**config.mk**
```make
export PLATFORM = sky130hd
export DESIGN_NAME = semaforo_sched
export DESIGN_NICKNAME = d
export VERILOG_FILES = /design/src/rtl/semaforo_sched.sv
export SDC_FILE = /design/constraint.sdc
export NUM_CORES = 1
export LEC_CHECK = 0
export BUFFER_PORTS_ARGS = -buffer_cell sky130_fd_sc_hd__buf_2
export CORE_UTILIZATION = 45
export DETAILED_ROUTE_END_ITERATION = 6
export REMOVE_ABC_BUFFERS = 1
export SYNTH_ARGS = -nofsm -noshare
export SYNTH_HDL_FRONTEND = slang
export SYNTH_SLANG_ARGS = --single-unit
```
**constraint.sdc**
```tcl
create_clock -name clk -period 2.6 [get_ports clk]
set_input_delay 0.13 -clock clk [delete_from_list [all_inputs] [get_ports clk]]
set_output_delay 0.13 -clock clk [all_outputs]
set_load 0.005 [all_outputs]
```
**src/rtl/semaforo_sched.sv**
```systemverilog
// rtl/semaforo_sched.sv - two-way intersection phase scheduler with pedestrian walk and emergency preemption
module semaforo_sched #(
  parameter int T_MIN_GREEN = 8,
  parameter int T_MAX_GREEN = 20,
  parameter int T_YEL       = 4,
  parameter int T_ALLRED    = 2,
  parameter int T_WALK      = 6
) (
  input  logic       clk,
  input  logic       rst,
  input  logic       TA,
  input  logic       TB,
  input  logic       P,
  input  logic       R,
  output logic [1:0] LA,
  output logic [1:0] LB,
  output logic       WALK,
  output logic       on
);

  typedef enum logic [2:0] {
    A_GRN  = 3'd0,
    A_YEL  = 3'd1,
    B_GRN  = 3'd2,
    B_YEL  = 3'd3,
    ALLRED = 3'd4,
    WALK_S = 3'd5,
    EMERG  = 3'd6
  } state_t;

  localparam logic [7:0] MIN_END = 8'(T_MIN_GREEN - 1);
  localparam logic [7:0] MAX_END = 8'(T_MAX_GREEN - 1);
  localparam logic [7:0] YEL_END = 8'(T_YEL - 1);
  localparam logic [7:0] AR_END  = 8'(T_ALLRED - 1);
  localparam logic [7:0] WLK_END = 8'(T_WALK - 1);

  state_t     state;
  state_t     state_nx;
  logic [7:0] tmr;
  logic       ped_pend;
  logic       emg_pend;
  logic       nxt;
  logic       nxt_nx;
  logic       emg;
  logic       a_go;
  logic       b_go;

  assign emg = R | emg_pend;

  // A green yields only when the other side wants service and either A is idle,
  // a pedestrian is waiting, or A has had its maximum green.
  assign a_go = (tmr >= MIN_END) && (TB || ped_pend) &&
                (!TA || ped_pend || (tmr >= MAX_END));
  assign b_go = (tmr >= MIN_END) && (TA || ped_pend) &&
                (!TB || ped_pend || (tmr >= MAX_END));

  always_ff @(posedge clk) begin
    if (rst) begin
      state <= A_GRN;
    end else begin
      state <= state_nx;
    end
  end

  always_comb begin
    state_nx = state;
    nxt_nx   = nxt;
    case (state)
      A_GRN: begin
        if (emg || a_go) begin
          state_nx = A_YEL;
          nxt_nx   = 1'b1;
        end
      end
      B_GRN: begin
        if (emg || b_go) begin
          state_nx = B_YEL;
          nxt_nx   = 1'b0;
        end
      end
      A_YEL, B_YEL: begin
        if (tmr == YEL_END) begin
          state_nx = emg ? EMERG : ALLRED;
        end
      end
      ALLRED: begin
        if (emg) begin
          state_nx = EMERG;
        end else if (tmr == AR_END) begin
          if (ped_pend) begin
            state_nx = WALK_S;
          end else begin
            state_nx = nxt ? B_GRN : A_GRN;
          end
        end
      end
      WALK_S: begin
        if (emg) begin
          state_nx = EMERG;
        end else if (tmr == WLK_END) begin
          state_nx = nxt ? B_GRN : A_GRN;
        end
      end
      EMERG: begin
        if (!R) begin
          state_nx = ALLRED;
          nxt_nx   = 1'b0;
        end
      end
      default: state_nx = A_GRN;
    endcase
  end

  // Latches clear on entry to the state that serves them; the emergency latch
  // also stays clear while EMERG holds so release does not re-trigger preemption.
  always_ff @(posedge clk) begin
    if (rst) begin
      tmr      <= 8'd0;
      ped_pend <= 1'b0;
      emg_pend <= 1'b0;
      nxt      <= 1'b1;
    end else begin
      nxt <= nxt_nx;
      if (state_nx != state) begin
        tmr <= 8'd0;
      end else if (tmr != 8'hFF) begin
        tmr <= tmr + 8'd1;
      end
      if (state_nx == WALK_S) begin
        ped_pend <= 1'b0;
      end else if (P && (state != WALK_S)) begin
        ped_pend <= 1'b1;
      end
      if (state_nx == EMERG) begin
        emg_pend <= 1'b0;
      end else if (R) begin
        emg_pend <= 1'b1;
      end
    end
  end

  always_comb begin
    LA   = 2'b10;
    LB   = 2'b10;
    WALK = 1'b0;
    on   = 1'b1;
    case (state)
      A_GRN:  LA = 2'b00;
      A_YEL:  LA = 2'b01;
      B_GRN:  LB = 2'b00;
      B_YEL:  LB = 2'b01;
      WALK_S: WALK = 1'b1;
      EMERG:  on = 1'b0;
      default: ;
    endcase
  end

endmodule

```
==> metrics.md, run 1 <==
| Metric | Value |
|---|---|
| Status | complete, no violations |
| Pin count of the biggest net entering global routing | 12 |
| Required time worst endpoint | roughly 2.8 ns |
| Via density | 5.96 |
| CTS tree | yes |
| Cell count after synthesis | between 100 and 150 |
| # IOs | 12 |
| FF-to-FF setup slack | approximately 0.49 ns |
| Worst Setup End Kind | register |
| Synthesis-to-finish area growth | 9.76% |
| Initial antenna violation count | 0 |
| Post-synth EDFFs | 0 |
| Number of global-route vias before repair | between 700 and 800 |
| Area leader, netlist | dfxtp_1 |
| GR Util All Layers | 0.204 |
| Largest cells by area after synthesis | dfxtp_1 30%, nor4_1 5.3%, nor2_1 4.4% |
| Clock Path Buffers | 2 |
| Die area | between 2000 and 2500 µm² |
| Die height | roughly 48 µm |
| Starting density of the core | 0.483 |
| Nets@finish | ~130 |
| Routed wire length | ~2000 µm |
| Maximum vdd drop | just over 0.0003 V |
| # Post-CTS Setup Buffers | 0 |
| First-pass GRT wire length | 3200 µm |
| Period utilization | 0.812 |
| DRC viols | 0 |
| Most frequent cell after synthesis | dfxtp_1 |
| Skew final | between 0.005 and 0.006 ns |
| Rows | 16 |
| GRT Residual Overflow | 0 |
| Dpl hpwl | 1560 µm |
| Post-route ant nets | 0 |
| CTS Buf Count | 3 |
| RSZ-0062 raised after global routing | false |
| Tot Pwr | ~460 µW |
| H-tree lvl count | 1 |
| CORE AREA | 1960 µm² |
| PD cells | between 400 and 500 nW/µm² |
| Max-cap viol count | 0 |
| Slew at the pin closest to its max-slew limit | 0.579 ns |
| IO buf count | 11 |
| Commonest cells in the netlist | 14 x dfxtp_1, 11 x nor2_1, 8 x nand2_1, 8 x nor4_1, 7 x a21oi_1 |
| Post-route minimum period | between 2 and 2.5 ns |
| CTS Sinks | 14 |
| Setup CP Type | register to register |
| ANT cells | 0 |
| Clk_lat worst skew | 0.29 ns |
| Critical Path AT | 2.27 ns |
| Setup total negative slack | 0 ns |
| Ys Warns | 0 |
| Max-slew violations | 0 |
| Post-synth top area share | 0.296 |
| Slew headroom | 0.612 |
| Worst-path clk slew | about 0.090 ns |
| Final Hold Fails | 0 |
| Gpl congestion | about 0.8 |
| Cts hold-fix bufs | 0 |
| Synth Register Bits | 14 |
| Number of detailed-route iterations in the first pass | 4 |
| First DRT Iteration DRCs | 14 |
| Ys async rst share | 0 |
| Clock Root Buffer | clkbuf_4 |
| Max Freq | between 0.4 and 0.5 GHz |
| Final Cell Area | between 1000 and 1500 µm² |
| Yosys cell types | 46 |
| Mapped Area | 948 µm² |
| Worst Hold Class | primary input to register |
| CP Launch Type | register |
| Vias post-DR | 894 |
| Syn Area/Cell | between 8 and 9 µm² |
| Wire per inst | between 10 and 15 µm |
| PostCTS Resize Cnt | 0 |
| # setup viols final | 0 |
| Share of layout cells above drive strength 1 | 0.179 |
| Post-Place Cell Area | roughly 1000 µm² |
| Leak | between 0.0003 and 0.0004 µW |
| Crit path max fanout | 11 |
| Sequential area share after synthesis | 0.296 |
| Ys flop type | dfxtp_1 |
| Die width | 47.9 µm |
[logic make-up after synthesis]
group / after synthesis / share of synthesized area
fa+ha+maj: 2 / 0.0264
buf+inv: 9 / 0.0501
simple gates: 56 / 0.361
mux: 3 / 0.0317
compound gates: 26 / 0.187
flops: 14 / 0.296
xor+xnor: 3 / 0.0475
[cell usage in the layout (no fill, tap or decap), drive strengths merged, types with 2 or more instances in the layout]
master  Yosys  layout
a21oi       7       7
and4        2       2
buf         3      11
clkbuf      2       4
dfxtp      14      14
ha          2       2
inv         4       4
mux2i       3       3
nand2       8       8
nand3       7       7
nand4       2       2
nand4b      2       2
nor2       11      11
nor2b       5       5
nor3        2       2
nor4        8       8
nor4b       2       2
o211ai      2       2
o21ai       5       5
or2         2       2
xnor2       2       2
[sequential cells by signal, indices dropped and copies added, names as in the netlist]
signal / cells
ped_pend: 1
emg_pend: 1
nxt: 1
state: 3
tmr: 8
[power breakdown]
part           total, µW  internal (µW)  switching [µW]
registers            234            222            11.6
logic               66.0           27.4            38.6
clock network        158           85.3            72.8
total                458            335             123
[final timing paths]
path	startpoint	end	cells past startpoint
worst min-delay path	rst	state[1]	2
worst max register to register	state[1]	tmr[6]	6
worst min register to register	nxt	nxt	2
worst max-delay path	state[1]	tmr[6]	6
[per-layer routing]
metal  global-route usage  routed length [µm]  share of wire  vias to the layer above
met2                0.303                 868           0.42                       18
met3               0.0226                  62          0.030                        5
li1                     -                   -              -                      448
met5                    0                   0              0                        -
met4                0.100                  36          0.018                        0
met1                0.290                1080           0.53                      423
[critical path: stages (launching register included)]
cell and delay, ns:
dfxtp_1 0.47, nand3b_1 0.30, a41o_1 0.27, o22a_1 0.23, o311a_1 0.15, nor2_1 0.46
nor4_1 0.11
[stage by stage]
stage | util | cells | worst slack [ns] | hold WS (ns)
floorplan | - | 108 | 0.746 | 0.199
global placement | 0.512 | 146 | 0.514 | 0.400
detailed placement | 0.512 | 146 | 0.523 | 0.403
CTS | 0.531 | 150 | 0.502 | 0.0953
global route | 0.531 | 150 | 0.218 | 0.0967
finish | 0.531 | 150 | 0.490 | 0.111
[area by class of cell]
type | count | area (µm²)
clock buffer | 4 | 36.3
timing repair buffer | 11 | 55.1
multi-input combinational | 90 | 621
fill | 206 | 921
tap | 27 | 33.8
sequential | 14 | 280
inverter | 4 | 15.0
(Power assumes the default switching activity.)
==> inputs of run 2 (changes only) <==
==> constraint.sdc (replaced) <==
create_clock -name clk -period 2 [get_ports clk]
set_input_delay 0.1 -clock clk [delete_from_list [all_inputs] [get_ports clk]]
set_output_delay 0.1 -clock clk [all_outputs]
set_load 0.005 [all_outputs]
==> run 2 against run 1 <==
Sequential cell count is the same. Final area grew 22%. Register-to-register slack lost 0.50 ns. Utilization grew 12 points. Via count grew 11%. Power grew 41%. Clock skew shrank 0.0031 ns. Setup slack lost 0.50 ns. Wire length grew 25%. Critical endpoint is now tmr[2]. The flow now finishes with violations (setup timing).
==> metrics.md, run 2 (synthesis gave the netlist of run 1 again) <==
| Metric | Value |
|---|---|
| PD cells | 509 nW/µm² (+16%) |
| Dpl hpwl | 1730 µm (+11%) |
| DRC viols | 0 (unchanged) |
| Slew headroom | 0.774 (+0.162) |
| Placed Instances | 157 (+7.5%) |
| Cell Count, Final, Fillers Out | 166 (+11%) |
| Largest register FFs | 8 (unchanged) |
| Critical Path AT | 2.18 ns (-0.09 ns) |
| Final Cell Area | 1270 µm² (+22%) |
| Rows | 16 (unchanged) |
| Max Freq | 0.498 GHz (+5.1%) |
| Die height | 47.9 µm (unchanged) |
| RSZ-0062 raised after global routing | true |
| Clock Root Buffer | clkbuf_4 |
| Worst slack at placement | -0.0636 ns (-0.587 ns) |
| Layout filler cell count | 185 (-10%) |
| Met2 GRT Util | 0.332 (+0.0297) |
| GRT Residual Overflow | 0 (unchanged) |
| Crit path max fanout | 8 (-3) |
| Die area | 2300 µm² (unchanged) |
| Setup CP Type | register to register |
| GR Util All Layers | 0.229 (+0.0255) |
| Commonest cells after routing, fill and taps aside | 16 x buf_4, 11 x buf_2, 9 x nor2_1, 9 x dfxtp_1, 8 x nand2_1 |
| Most common cell after layout, fill and taps aside | buf_4 |
| Starting density of the core | 0.483 (unchanged) |
| Violated checks | setup timing |
| Cts hold-fix bufs | 0 (unchanged) |
| IO buf count | 11 (unchanged) |
| Skew final | 0.00201 ns (-0.00306 ns) |
| Biggest register | tmr |
| Slowest cell on crit path | or3b_4 |
| Number of global-route vias before repair | 803 (+9.8%) |
| Routed wire length | 2550 µm (+25%) |
| CTS Sinks | 14 (unchanged) |
| GR Layer Usage met1 | 0.324 (+0.0340) |
| First DRT Iteration DRCs | 26 (+12) |
| Required time worst endpoint | 2.17 ns (-0.59 ns) |
| Worst-path clk slew | 0.09 ns (about the same) |
| Max-slew violations | 0 (unchanged) |
| Post-Place Cell Area | 1090 µm² (+8.2%) |
| Max-cap viol count | 0 (unchanged) |
| Synthesis-to-finish area growth | 34.0% |
| Die width | 47.9 µm (unchanged) |
| CP Launch Type | register |
| Clk_lat worst skew | 0.28 ns (about the same) |
| Clock Path Buffers | 2 (unchanged) |
| Most used routing layer in global routing | met2 |
| ANT cells | 0 (unchanged) |
| Worst Setup End Kind | register |
| # setup viols final | 3 (+3) |
| First-pass GRT wire length | 3580 µm (+12%) |
| Share of layout cells above drive strength 1 | 0.417 (+0.238) |
| Worst Hold Class | primary input to register |
| H-tree lvl count | 1 (unchanged) |
| Final setup margin | -0.00718 ns (-0.497 ns) |
| Vias post-DR | 993 (+11%) |
| Nets@finish | 148 (+12%) |
| Wire per inst | 15.4 µm (+13%) |
| Slew at the pin closest to its max-slew limit | 0.338 ns (-0.241 ns) |
| Met3 GRT Util | 0.0491 (+0.0264) |
| Post-route minimum period | 2.01 ns (-0.103 ns) |
| Crit-path max cell delay | 0.41 ns (-0.06 ns) |
| Pin count of the biggest net entering global routing | 9 (-3) |
| Period utilization | 1.00 (+0.192) |
| Initial antenna violation count | 0 (unchanged) |
| CTS tree | yes |
| Status | finished, violations left |
| Gpl congestion | 0.800 (+0.43%) |
| # IOs | 12 (unchanged) |
| Leak | 0.000477 µW (+20%) |
| Tot Pwr | 646 µW (+41%) |
| Largest regs | tmr: 8 flops, state: 3 flops |
| Via density | 5.98 (+0.37%) |
| Final Hold Fails | 0 (unchanged) |
| Cell Chain, Critical Path | inv_2, ha_4, nor4b_4, nand4_1, or3b_4, o211ai_4, xor2_4, nor4_2 |
| Number of detailed-route iterations in the first pass | 4 (unchanged) |
| Maximum vdd drop | 0.000335 V (+8.7%) |
| Post-route ant nets | 0 (unchanged) |
| CTS Buf Count | 3 (unchanged) |
| CORE AREA | 1960 µm² (unchanged) |
[run 2: path summary, 6_finish.rpt]
check / from / depth (start not counted) / endpoint / slack (ns)
worst max-delay path: tmr[1] / 8 / tmr[2] / -0.007
worst min-delay path: rst / 2 / state[0] / 0.07
worst min register to register: nxt / 2 / nxt / 0.58
worst max register to register: tmr[1] / 8 / tmr[2] / -0.007
[run 2: critical path: cells and delay by family, from the launching register on]
| family | cells | cell delay (ns) |
|---|---|---|
| buffers and inverters | 1 | 0.06 |
| AO/OA/AOI/OAI | 1 | 0.12 |
| XOR/XNOR | 1 | 0.34 |
| flip-flops | 1 | 0.34 |
| adder cells (fa/ha/maj) | 1 | 0.13 |
| AND/OR/NAND/NOR | 4 | 0.88 |
[run 2: cell type report]
cell class | count | area, µm² | area share
clock buffer | 4 | 36.3 | 0.0285
sequential | 14 | 287 | 0.225
multi-input combinational | 90 | 724 | 0.570
timing repair buffer | 27 | 175 | 0.138
inverter | 4 | 15.0 | 0.0118
tap | 27 | 33.8 | 0.0266
[run 2: timing repair]
item,CTS,global route
pin swaps,8,8
endpoints found under the hold margin,0,0
resized for setup,14,11
setup endpoints to repair,8,10
setup buffers,3,2
[run 2: per-layer routing]
layer  vias to the layer above  part of all wire
met1                       484              0.47
li1                        476                 -
met4                         0             0.018
met2                        27              0.48
met5                         -                 0
met3                         6             0.033
[run 2: metrics by stage]
| stage | hold WS (ns) | utilization | TNS, ns |
|---|---|---|---|
| after floorplan | 0.169 | - | 0 |
| after global placement | 0.367 | 0.554 | -0.203 |
| after detailed placement | 0.369 | 0.554 | -0.371 |
| after CTS | 0.0566 | 0.617 | 0 |
| after global routing | 0.0679 | 0.648 | -0.695 |
| final | 0.0668 | 0.648 | -0.0166 |
[run 2: power by group]
group          internal [µW]  total, µW  switching, µW  leakage (µW)
clock                    111        209           98.0     0.0000210
combinational           61.9        133           71.1      0.000340
sequential               290        304           14.9      0.000116
==> inputs of run 3 (changes only) <==
--- a/config.mk
+++ b/config.mk
@@ -5,9 +5,13 @@
 export SDC_FILE = /design/constraint.sdc
 export NUM_CORES = 1
 export LEC_CHECK = 0
+export ABC_AREA = 1
 export BUFFER_PORTS_ARGS = -buffer_cell sky130_fd_sc_hd__buf_2
-export CORE_UTILIZATION = 45
+export CELL_PAD_IN_SITES_DETAIL_PLACEMENT = 2
+export CELL_PAD_IN_SITES_GLOBAL_PLACEMENT = 2
+export CORE_UTILIZATION = 30
 export DETAILED_ROUTE_END_ITERATION = 6
+export PLACE_DENSITY_LB_ADDON = 0.1
 export REMOVE_ABC_BUFFERS = 1
 export SYNTH_ARGS = -nofsm -noshare
 export SYNTH_HDL_FRONTEND = slang
==> run 3 against run 2 <==
The run now ends clean. Die area is 57% higher. Synthesized cell count rose by 43%. Power is 90% higher. Final area is 7.4% lower. Critical path type unchanged.
==> metrics.md, run 3 <==
| Metric | Value |
|---|---|
| Ys async rst share | 0 (unchanged) |
| Slew headroom | 0.642 (-0.133) |
| Commonest cells after routing, fill and taps aside | 28 x nand2_1, 28 x nor2_1, 25 x inv_1 |
| Worst hold slack | 0.0892 ns (+0.0225 ns) |
| Max Freq | 0.560 GHz (+12%) |
| PD cells | 1040 nW/µm² (+100%) |
| Post-synth EDFFs | 0 (unchanged) |
| Post-synthesis mux area share | 0 (-0.0317) |
| IO buf count | 11 (unchanged) |
| Post-route minimum period | 1.79 ns (-0.221 ns) |
| DRC viols | 0 (unchanged) |
| Clk_lat worst skew | 0.28 ns (about the same) |
| Required time worst endpoint | 2.22 ns (+0.05 ns) |
| Mapped Area | 1010 µm² (+6.2%) |
| Final Cell Area | 1180 µm² (-7.4%) |
| Final Hold Fails | 0 (unchanged) |
| Leak | 0.000527 µW (+10%) |
| Status | complete, no violations |
| Gpl congestion | 0.763 (-4.6%) |
| Commonest cells in the netlist | 28 x nand2_1, 28 x nor2_1, 25 x inv_1 |
| Post-synthesis simple-gate area fraction | 0.401 (+0.0398) |
| Die area | 3590 µm² (+57%) |
| Clock Path Buffers | 2 (unchanged) |
| Number of global-route vias before repair | 1132 (+41%) |
| Maximum vdd drop | 0.000554 V (+65%) |
| CP dominant cell by count | nand3_1 |
| CTS Buf Count | 3 (unchanged) |
| Largest regs | tmr: 8 flops, state: 3 flops |
| Layout filler cell count | 417 (+130%) |
| Starting density of the core | 0.322 (-0.161) |
| Worst Hold Class | primary input to register |
| Number of detailed-route iterations in the first pass | 4 (unchanged) |
| CP Launch Type | register |
| CTS Sinks | 14 (unchanged) |
| Initial antenna violation count | 0 (unchanged) |
| Skew final | 0.000858 ns (-0.00115 ns) |
| Via density | 5.03 (-16%) |
| Biggest register | tmr |
| H-tree lvl count | 1 (unchanged) |
| Syn Area/Cell | 6.22 µm² (-26%) |
| Max-cap viol count | 0 (unchanged) |
| Largest cells by area after synthesis | dfxtp_1 28%, nand2_1 10%, nor2_1 10% |
| Post-synthesis adder-cell area fraction | 0.0248 (-0.00154) |
| CTS tree | yes |
| Max-slew violations | 0 (unchanged) |
| First-pass GRT wire length | 5240 µm (+46%) |
| # IOs | 12 (unchanged) |
| RSZ-0062 raised after global routing | false |
| Worst slack at placement | 0.113 ns (+0.177 ns) |
| Largest register FFs | 8 (unchanged) |
| Nets@finish | 187 (+26%) |
| Setup total negative slack | 0 ns (+0.0166 ns) |
| GR Util All Layers | 0.201 (-0.0284) |
| Vias post-DR | 1117 (+12%) |
| GRT Residual Overflow | 0 (unchanged) |
| Worst-path clk slew | 0.09 ns (about the same) |
| Post-Synth XOR/XNOR Area | 0.0348 (-0.0127) |
| Slew at the pin closest to its max-slew limit | 0.533 ns (+0.195 ns) |
| Storage cell area | 280 µm² (-2.2%) |
| Compound-Gate Fraction of Synth Area | 0.153 (-0.0345) |
| Critical Path AT | 2.01 ns (-0.17 ns) |
| ANT cells | 0 (unchanged) |
| Post-route ant nets | 0 (unchanged) |
| Synthesis-to-finish area growth | 16.9% |
| Post-Place Cell Area | 1120 µm² (+3.5%) |
| Die height | 59.9 µm (+25%) |
| Crit-path max cell delay | 0.39 ns (-0.02 ns) |
| Cell count after synthesis | 162 (+43%) |
| Placed Instances | 218 (+39%) |
| Cell Count, Final, Fillers Out | 222 (+34%) |
| Slowest cell on crit path | dfxtp_1 |
| Rows | 20 (+4) |
| Final setup margin | 0.214 ns (+0.221 ns) |
| CORE AREA | 3130 µm² (+59%) |
| Ys Warns | 0 (unchanged) |
| Dpl hpwl | 2630 µm (+52%) |
| Post-synth top area share | 0.278 (-0.0173) |
| # setup viols final | 0 (-3) |
| Clock Root Buffer | clkbuf_4 |
| Die width | 59.9 µm (+25%) |
| # Post-CTS Setup Buffers | 0 (-3) |
| Share of layout cells above drive strength 1 | 0.219 (-0.198) |
| Ys flop type | dfxtp_1 |
| Area leader, netlist | dfxtp_1 |
| Cell Chain, Critical Path | ha_2, inv_1, nor2_1, nand3_1, nand3_1, nand2_1, nor2_4, nand3_1, nand2_2, nand3_4, nor2_1 |
| Main combinational cell family by area after synthesis | simple AND/OR/NAND/NOR gates |
| Setup CP Type | register to register |
| Pin count of the biggest net entering global routing | 9 (unchanged) |
| Worst Setup End Kind | register |
| Synth Register Bits | 14 (unchanged) |
| Footprint of the multi-input gates | 634 µm² (-12%) |
| Wire per inst | 14.4 µm (-6.0%) |
| First DRT Iteration DRCs | 46 (+77%) |
| Crit path max fanout | 8 (unchanged) |
| Routed wire length | 3210 µm (+26%) |
| Yosys cell types | 26 (-43%) |
| Period utilization | 0.893 (-0.111) |
| Sequential area share after synthesis | 0.278 (-0.0173) |
==> run 3: cell types whose count changed in the layout (fill, tap and decap cells not counted), moves of 3 or more <==
cell,before,now
nand2_2,0,3
nor4_2,6,0
nor2_1,9,28
xor2_1,0,3
o21ai_2,0,3
dfxtp_2,5,0
nor2b_1,5,0
dfxtp_1,9,14
buf_4,16,1
inv_2,1,4
nor2_2,1,4
nand2_1,8,28
nand3_1,6,13
inv_1,3,25
==> run 3: cell families after synthesis <==
kind of cell | count (synthesis)
simple gates | 88
buf+inv | 29
compound gates | 25
flops | 14
xor+xnor | 4
fa+ha+maj | 2
==> run 3: routing by layer <==
layer	vias to the layer above	routed length, µm	GRT usage	part of all wire
met5	-	0	0	0
met4	0	34	0.0465	0.011
met3	4	93	0.0455	0.029
met2	14	1520	0.333	0.47
met1	547	1560	0.263	0.49
li1	552	-	-	-
==> run 3: final cells by class <==
class                           count  area share
Inverter                           29      0.0925
Timing Repair Buffer               12      0.0531
Sequential cell                    14       0.238
Tap cell                           44      0.0468
Multi-Input combinational cell    119       0.539
Clock buffer                        4      0.0308
==> run 3: where the power goes <==
part	total [µW]	switching, µW	internal, µW
clock	211	100	111
combinational	617	400	217
sequential	399	68.0	331
total	1230	569	658
==> run 3: stage by stage <==
step,utilization,power [µW]
after detailed placement,0.360,1020
after global routing,0.376,1340
after floorplan,-,819
after CTS,0.371,1240
final,0.376,1230
after global placement,0.360,990
==> run 3: critical path, delay by kind of cell, from the launching register on <==
family        cells  cell delay, ns
buf+inv           1            0.06
flops             1            0.39
fa+ha+maj         1            0.25
simple gates      9            1.02
==> run 3: repair_timing <==
| item | CTS | global route |
|---|---|---|
| gates resized for setup | 0 | 4 |
| endpoints found under the setup margin | 0 | 8 |
| hold buffers | 0 | 0 |
==> run 3: worst paths after layout <==
path                              from  endpoint  slack (ns)  depth (start not counted)
worst max register to register  tmr[0]    tmr[5]        0.21                         11
worst min register to register     nxt       nxt        0.52                          2
worst max-delay path            tmr[0]    tmr[5]        0.21                         11
worst min-delay path               rst  state[1]        0.09                          2
